===== src/rtl/cache_mem_arbiter.sv =====
// Shares one physical-memory line port between the icache (I) and dcache (D).
// Latency: a request seen at edge N drives pmem strobes during cycle N+1; the resp is combinational off pmem_resp.
// Backpressure: requesters hold their request until x_resp; the losing side waits in place, with round-robin on ties.
module cache_mem_arbiter #(
    parameter int ADDR_W = 16,
    parameter int LINE_W = 128
) (
    input  logic              clk,
    input  logic              reset_n,
    input  logic              i_read,
    input  logic [ADDR_W-1:0] i_addr,
    output logic [LINE_W-1:0] i_rdata,
    output logic              i_resp,
    input  logic              d_read,
    input  logic              d_write,
    input  logic [ADDR_W-1:0] d_addr,
    input  logic [LINE_W-1:0] d_wdata,
    output logic [LINE_W-1:0] d_rdata,
    output logic              d_resp,
    output logic              pmem_read,
    output logic              pmem_write,
    output logic [ADDR_W-1:0] pmem_addr,
    output logic [LINE_W-1:0] pmem_wdata,
    input  logic [LINE_W-1:0] pmem_rdata,
    input  logic              pmem_resp,
    output logic              arb_busy
);

    localparam logic [1:0] S_IDLE    = 2'd0;
    localparam logic [1:0] S_SERVE_I = 2'd1;
    localparam logic [1:0] S_SERVE_D = 2'd2;

    localparam logic G_I = 1'b0;
    localparam logic G_D = 1'b1;

    logic [1:0]        state_q,      state_d;
    logic              last_grant_q, last_grant_d;
    logic [ADDR_W-1:0] cmd_addr_q,   cmd_addr_d;
    logic [LINE_W-1:0] cmd_wdata_q,  cmd_wdata_d;
    logic              cmd_rd_q,     cmd_rd_d;
    logic              cmd_wr_q,     cmd_wr_d;

    logic i_req;
    logic d_req;
    logic serving;

    assign i_req   = i_read;
    assign d_req   = d_read | d_write;
    assign serving = (state_q == S_SERVE_I) || (state_q == S_SERVE_D);

    // Next-state: arbitrate only in IDLE; a write beats a read on the D side.
    always_comb begin
        state_d      = state_q;
        last_grant_d = last_grant_q;
        cmd_addr_d   = cmd_addr_q;
        cmd_wdata_d  = cmd_wdata_q;
        cmd_rd_d     = cmd_rd_q;
        cmd_wr_d     = cmd_wr_q;
        case (state_q)
            S_IDLE: begin
                if (i_req && (!d_req || last_grant_q == G_D)) begin
                    state_d      = S_SERVE_I;
                    last_grant_d = G_I;
                    cmd_addr_d   = i_addr;
                    cmd_rd_d     = 1'b1;
                    cmd_wr_d     = 1'b0;
                end else if (d_req) begin
                    state_d      = S_SERVE_D;
                    last_grant_d = G_D;
                    cmd_addr_d   = d_addr;
                    cmd_wdata_d  = d_wdata;
                    cmd_rd_d     = d_read & ~d_write;
                    cmd_wr_d     = d_write;
                end
            end
            S_SERVE_I, S_SERVE_D: begin
                if (pmem_resp) begin
                    state_d = S_IDLE;
                end
            end
            default: state_d = S_IDLE;
        endcase
    end

    // State and command registers; reset aborts any transaction in flight.
    always_ff @(posedge clk or negedge reset_n) begin
        if (!reset_n) begin
            state_q      <= S_IDLE;
            last_grant_q <= G_D;
            cmd_addr_q   <= '0;
            cmd_wdata_q  <= '0;
            cmd_rd_q     <= 1'b0;
            cmd_wr_q     <= 1'b0;
        end else begin
            state_q      <= state_d;
            last_grant_q <= last_grant_d;
            cmd_addr_q   <= cmd_addr_d;
            cmd_wdata_q  <= cmd_wdata_d;
            cmd_rd_q     <= cmd_rd_d;
            cmd_wr_q     <= cmd_wr_d;
        end
    end

    // Outputs: memory is driven from the latched command only while serving,
    // and the response is steered to the owner of the transaction.
    always_comb begin
        pmem_read  = serving & cmd_rd_q;
        pmem_write = serving & cmd_wr_q;
        pmem_addr  = serving ? cmd_addr_q  : '0;
        pmem_wdata = serving ? cmd_wdata_q : '0;
        i_resp     = (state_q == S_SERVE_I) & pmem_resp;
        d_resp     = (state_q == S_SERVE_D) & pmem_resp;
        i_rdata    = i_resp ? pmem_rdata : '0;
        d_rdata    = d_resp ? pmem_rdata : '0;
        arb_busy   = (state_q != S_IDLE);
    end

endmodule


===== config.mk =====
export PLATFORM = sky130hd
export DESIGN_NAME = cache_mem_arbiter
export DESIGN_NICKNAME = d
export VERILOG_FILES = /design/src/rtl/cache_mem_arbiter.sv
export SDC_FILE = /design/constraint.sdc
export NUM_CORES = 1
export LEC_CHECK = 0
export CAP_MARGIN = 20
export CORE_AREA = 2 2 273 275
export CTS_CLUSTER_DIAMETER = 60
export DETAILED_ROUTE_END_ITERATION = 16
export DIE_AREA = 0 0 275 277
export SLEW_MARGIN = 20
export SYNTH_ARGS = -nofsm -noshare
export SYNTH_HDL_FRONTEND = slang
export SYNTH_SLANG_ARGS = --single-unit
export TNS_END_PERCENT = 30

===== constraint.sdc =====
create_clock -name clk -period 2.55 [get_ports clk]
set_input_delay 0.3825 -clock clk [delete_from_list [all_inputs] [get_ports clk]]
set_output_delay 0.3825 -clock clk [all_outputs]
set_load 0.02 [all_outputs]

Word level (Yosys, flattened, before mapping)
Cells that the tools add are included.
- logic and storage cells: 45
- output and inout port bits: 405
- bits in registers: 149
- bits of input ports: 294
- reductions and logical operators: 11
- equal/unequal tests: 4
- multiplexer cells: 16
- bitwise operators: 8
- operators by type and width (operator ; number):
    $mux 128 ; 3
    $mux 16 ; 3
    $mux 1 ; 6
    $mux 2 ; 3
    $and 1x1->1 ; 5
    $pmux 2 s2 ; 1
    $reduce_and 2->1 ; 2
    $reduce_bool 2->1 ; 2
    $ne 3x3->1 const B ; 1
    $reduce_and 3->1 ; 1
    $eq 2x1->1 const B ; 1
    $eq 2x2->1 const B ; 1
    $logic_not 2->1 ; 1
    $logic_or 1x1->1 ; 2
    $ne 2x2->1 const B ; 1
    $not 1->1 ; 2
    $reduce_or 2->1 ; 1
    $logic_and 1x1->1 ; 1
    $logic_not 1->1 ; 1
    $or 1x1->1 ; 1

Depth between registers and ports, before layout
- depth in word-level cells: 6
- gate-level depth with buffers: 7
- gate-level depth less buffers: 5

Least setup slack after synthesis
Ideal clock, no wire load.
- kind: register -> output
- start point: reg state_q[0]
- end point: out pmem_addr[10]
- required time: 2.168 ns
- path slack: 0.762 ns
- buffers on the path: 2
- stages on the path, launching flop included: 6
- arrival: 1.406 ns
- path through: dfrtp_1 > inv_1 > ha_1 > clkbuf_1 > clkbuf_1 > and2_1
- word-level cells in the longest chain between the ends: 3
- elaborated cells on any way between the ends: 4
- those cells by class: eq/ne (2); mux (1); reduce/logical (1)
- RTL lines (what ; RTL line ; RTL):
    from (decl) ; 36 ; logic [1:0] state_q, state_d;
    from (signal assigned) ; 95 ; state_q <= state_d;
    $eq 2x1->1 or $eq 2x2->1 (tied branches) ; 49 ; assign serving = (state_q == S_SERVE_I) || (state_q == S_SERVE_D);
    $logic_or 1x1->1 * ; 49 ;
    $mux 16 * ; 109 ; pmem_addr = serving ? cmd_addr_q : '0;
    to (decl) ; 22 ; output logic [ADDR_W-1:0] pmem_addr,
Every way passes the cells marked *; elsewhere a longest branch is shown, timed or not.

Final worst setup path
- start point: reg state_q[1]
- end point: out i_rdata[95]
- word-level cells in the longest chain between the ends: 3
- RTL lines (what ; RTL line ; RTL):
    $eq 2x1->1 ; 111 ; i_resp = (state_q == S_SERVE_I) & pmem_resp;
    $and 1x1->1 ; 111 ;
    $mux 128 ; 113 ; i_rdata = i_resp ? pmem_rdata : '0;
    to (decl) ; 12 ; output logic [LINE_W-1:0] i_rdata,
Every way passes these cells.

==> run summary <==
critical-path maximum fanout - 35
reg2reg path depth - 7
Layout Cells excl Fill - 2,518
H-tree levels - 4
ratio of cells with drive above 1 in the final layout - 21.94%
Mapped Area - 9032 µm²
Via-to-Cell Ratio - 3.809
Detailed Route WL - 51,620 µm
placed inst area - 17,320 µm²
Pwr Density - 1188 nW/µm²
first-pass GRT wire length - 69,980 µm
Setup crit end kind - output port
Leak - 9.089 nW
detailed-route DRC error count - 0
Critical Path Most Common Cell - buf_12
Clock transition at path regs - 0.07 ns
Seq/Total Area, Yosys - 41.29%
hold slack - 0.4553 ns
initial antenna violation count - 30
placed insts - 2,475
Final Core Density - 23.73%
busiest layer in global routing - met2
Pre-Repair DR Iteration Count - 7
die width - 275 µm
#FFs+latches synth - 149
Min-Delay Path Class - input port to asynchronous set/reset pin
1st-iter DRT viols - 451
Final min period - 2.479 ns
CP max-delay cell - dfrtp_1
vias after detailed routing - 9,592
clock latency on the worst-skew pair - 0.46 ns
core footprint - 73,570 µm²
Die ar. - 76,180 µm²
Fmax - 403.4 MHz
initial core utilization - 12.28%
Slew headroom - 64.32%
routability congestion estimate - 0.9457
filler instances - 7,874
clk sinks - 149
vias in the first global route - 9,709
critical-path cell list - inv_2 -> ha_2 -> buf_12 -> buf_12 -> and3_1 -> clkdlybuf4s15_1
cells after synthesis - 868
Top-Level Pins - 699
unrepaired setup endpoints after global routing - false
Num CTS Buffers - 17
reg2reg end - cmd_wdata_q[119]
count of pins over their slew limit - 0
Critical Path RT - 2.17 ns
Die Height - 277 µm
Fin. Hold Viols - 0
CTS max path bufs - 2
met1 usage - 15.19%
Synthesis Warnings - 0
peak supply drop - 0.0007565 V
design area - 17,460 µm²
Mean Syn Cell Area - 10.41 µm²
Critical Path Source Type - flip-flop
Syn Nets - 1,165
IO buf count - 698
r2r setup slk - 0.52 ns
Worst Path Arrival - 2.10 ns
antenna-violating nets left - 0
max_cap viols - 0
crit share post-route - 97.22%
post-place setup slack - 0.1287 ns
Worst-Margin Slew - 0.5352 ns
overall routing resource usage - 12.82%
Netlist cell types - 28
Post-DP HPWL - 40,910 µm
clock skew - 0.01660 ns
total grt overflow - 0
fin nets - 1,829
M2 GR Usage - 21.90%
critical path class - flip-flop to output port
final setup vio count - 0
largest net degree at the start of global routing - 135
Site Rows - 100
mean routed wirelength per cell - 20.50 µm
outcome - complete, no violations
routing usage on met3 - 4.327%
Crit Reg-Reg Startpoint - state_q[1]
synthesis-to-finish area growth - 93.29%
clk root buf - clkbuf_16
PnR worst setup slack - 0.07100 ns
crit-path max cell delay - 0.43 ns
CTS tree - built
[cell families after synthesis]
family                   after synthesis  share of synthesized area, %
adder cells (fa/ha/maj)                3                        0.4156
flip-flops                           149                         41.29
multiplexers                         128                         20.03
AO/OA/AOI/OAI                         59                         4.045
AND/OR/NAND/NOR                      428                         29.03
buffers and inverters                101                         5.181
[layout make-up]
class	count	area (µm²)	area share, %
Antenna cell	4	10.01	0.05733
Sequential cell	149	3730	21.36
Multi-Input combinational cell	618	4875	27.92
Tap cell	969	1212	6.944
Clock buffer	19	452.9	2.594
Inverter	5	18.77	0.1075
Clock inverter	13	131.4	0.7525
Timing Repair Buffer	741	7029	40.26
[metal layers]
metal	wire length (µm)	part of all wire (%)	vias to the layer above
li1	-	-	4336
met1	20540	40	4633
met2	24700	48	533
met3	5274	10	72
met4	982	1.9	18
met5	121	0.23	-
[cell usage in the layout (no fill, tap or decap), types with 5 or more instances in the layout]
cell type and count:
buf_4 25, clkdlybuf4s50_1 292, clkdlybuf4s15_1 84, clkbuf_16 19, o21ai_0 17, nor2_1 18
clkbuf_2 86, a31oi_1 16, clkdlybuf4s15_2 24, mux2_2 30, dlygate4sd2_1 192, a21oi_1 16
and3_1 255, mux2_4 98, inv_6 6, buf_12 19, buf_16 5, and2_1 148
dlymetal6s2s_1 5, dfrtp_1 148
[power breakdown]
group | internal, W | total (W) | switching [W]
Combinational | 0.00646 | 0.0138 | 0.00735
Clock | 0.00142 | 0.00260 | 0.00118
Sequential | 0.00361 | 0.00434 | 0.000727
Total | 0.0115 | 0.0208 | 0.00925
[registers in the layout, summed over array words and instances (netlist names)]
signal and cells:
cmd_addr_q 16, cmd_rd_q 1, last_grant_q 1, state_q 2
cmd_wdata_q 128, cmd_wr_q 1
[per-stage QoR]
stage          TNS (ns)  total power [W]
2_1_floorplan         0          0.01233
3_3_place_gp          0          0.01919
3_5_place_dp          0          0.01930
4_1_cts          -2.347          0.02106
5_1_grt               0          0.02199
6_report              0          0.02075
[worst max-delay path by stage]
stage                     startpoint         endpoint  slack [ns]  cells past startpoint
after CTS                 state_q[1]  pmem_wdata[102]       -0.26                      5
after global routing      state_q[1]      i_rdata[70]      0.0004                      6
after floorplan           state_q[0]    pmem_addr[10]        0.76                      5
final                     state_q[1]      i_rdata[95]        0.07                      6
after global placement    state_q[0]      d_rdata[62]        0.17                      5
after detailed placement  state_q[0]      d_rdata[62]        0.13                      5
[cell usage after synthesis (all sizes together)]
| cell | instances | area [µm²] |
|---|---|---|
| and3 | 256 | 1602 |
| and2 | 148 | 925.9 |
| dfrtp | 148 | 3704 |
| mux2 | 128 | 1809 |
| clkbuf | 80 | 300.3 |
| nor2 | 18 | 67.56 |
| o21ai | 18 | 90.08 |
| a21oi | 16 | 80.08 |
| a31oi | 16 | 100.1 |
| buf | 16 | 148.9 |
| inv | 5 | 18.77 |
| ha | 3 | 37.54 |
| nand2 | 3 | 11.26 |
| o2bb2ai | 2 | 17.52 |
| a21boi | 1 | 11.26 |
| a21o | 1 | 7.510 |
| dfstp | 1 | 26.28 |
| nand3 | 1 | 5.000 |
| nor2b | 1 | 6.260 |
| nor3 | 1 | 5.000 |
| o21a | 1 | 7.510 |
| o21ba | 1 | 10.01 |
| o21bai | 1 | 11.26 |
| o31a | 1 | 8.760 |
| o31ai | 1 | 21.27 |
[worst max-delay path: cells and delay by family, from the launching register on]
kind                       cells  cell delay (ns)
DFF                            1             0.43
adders and majority gates      1             0.19
buffers and inverters          4             0.79
and+or+nand+nor                1             0.17
[what timing repair did]
item | in CTS | in global routing
buffers inserted | 0 | 1
endpoints found under the setup margin | 393 | 194
gates cloned | 3 | 2
resized for setup | 488 | 227
endpoints found under the hold margin | 50 | 0
pin swaps | 0 | 2
hold buffers | 1 | 0
Power figures use the tool's default switching activity.
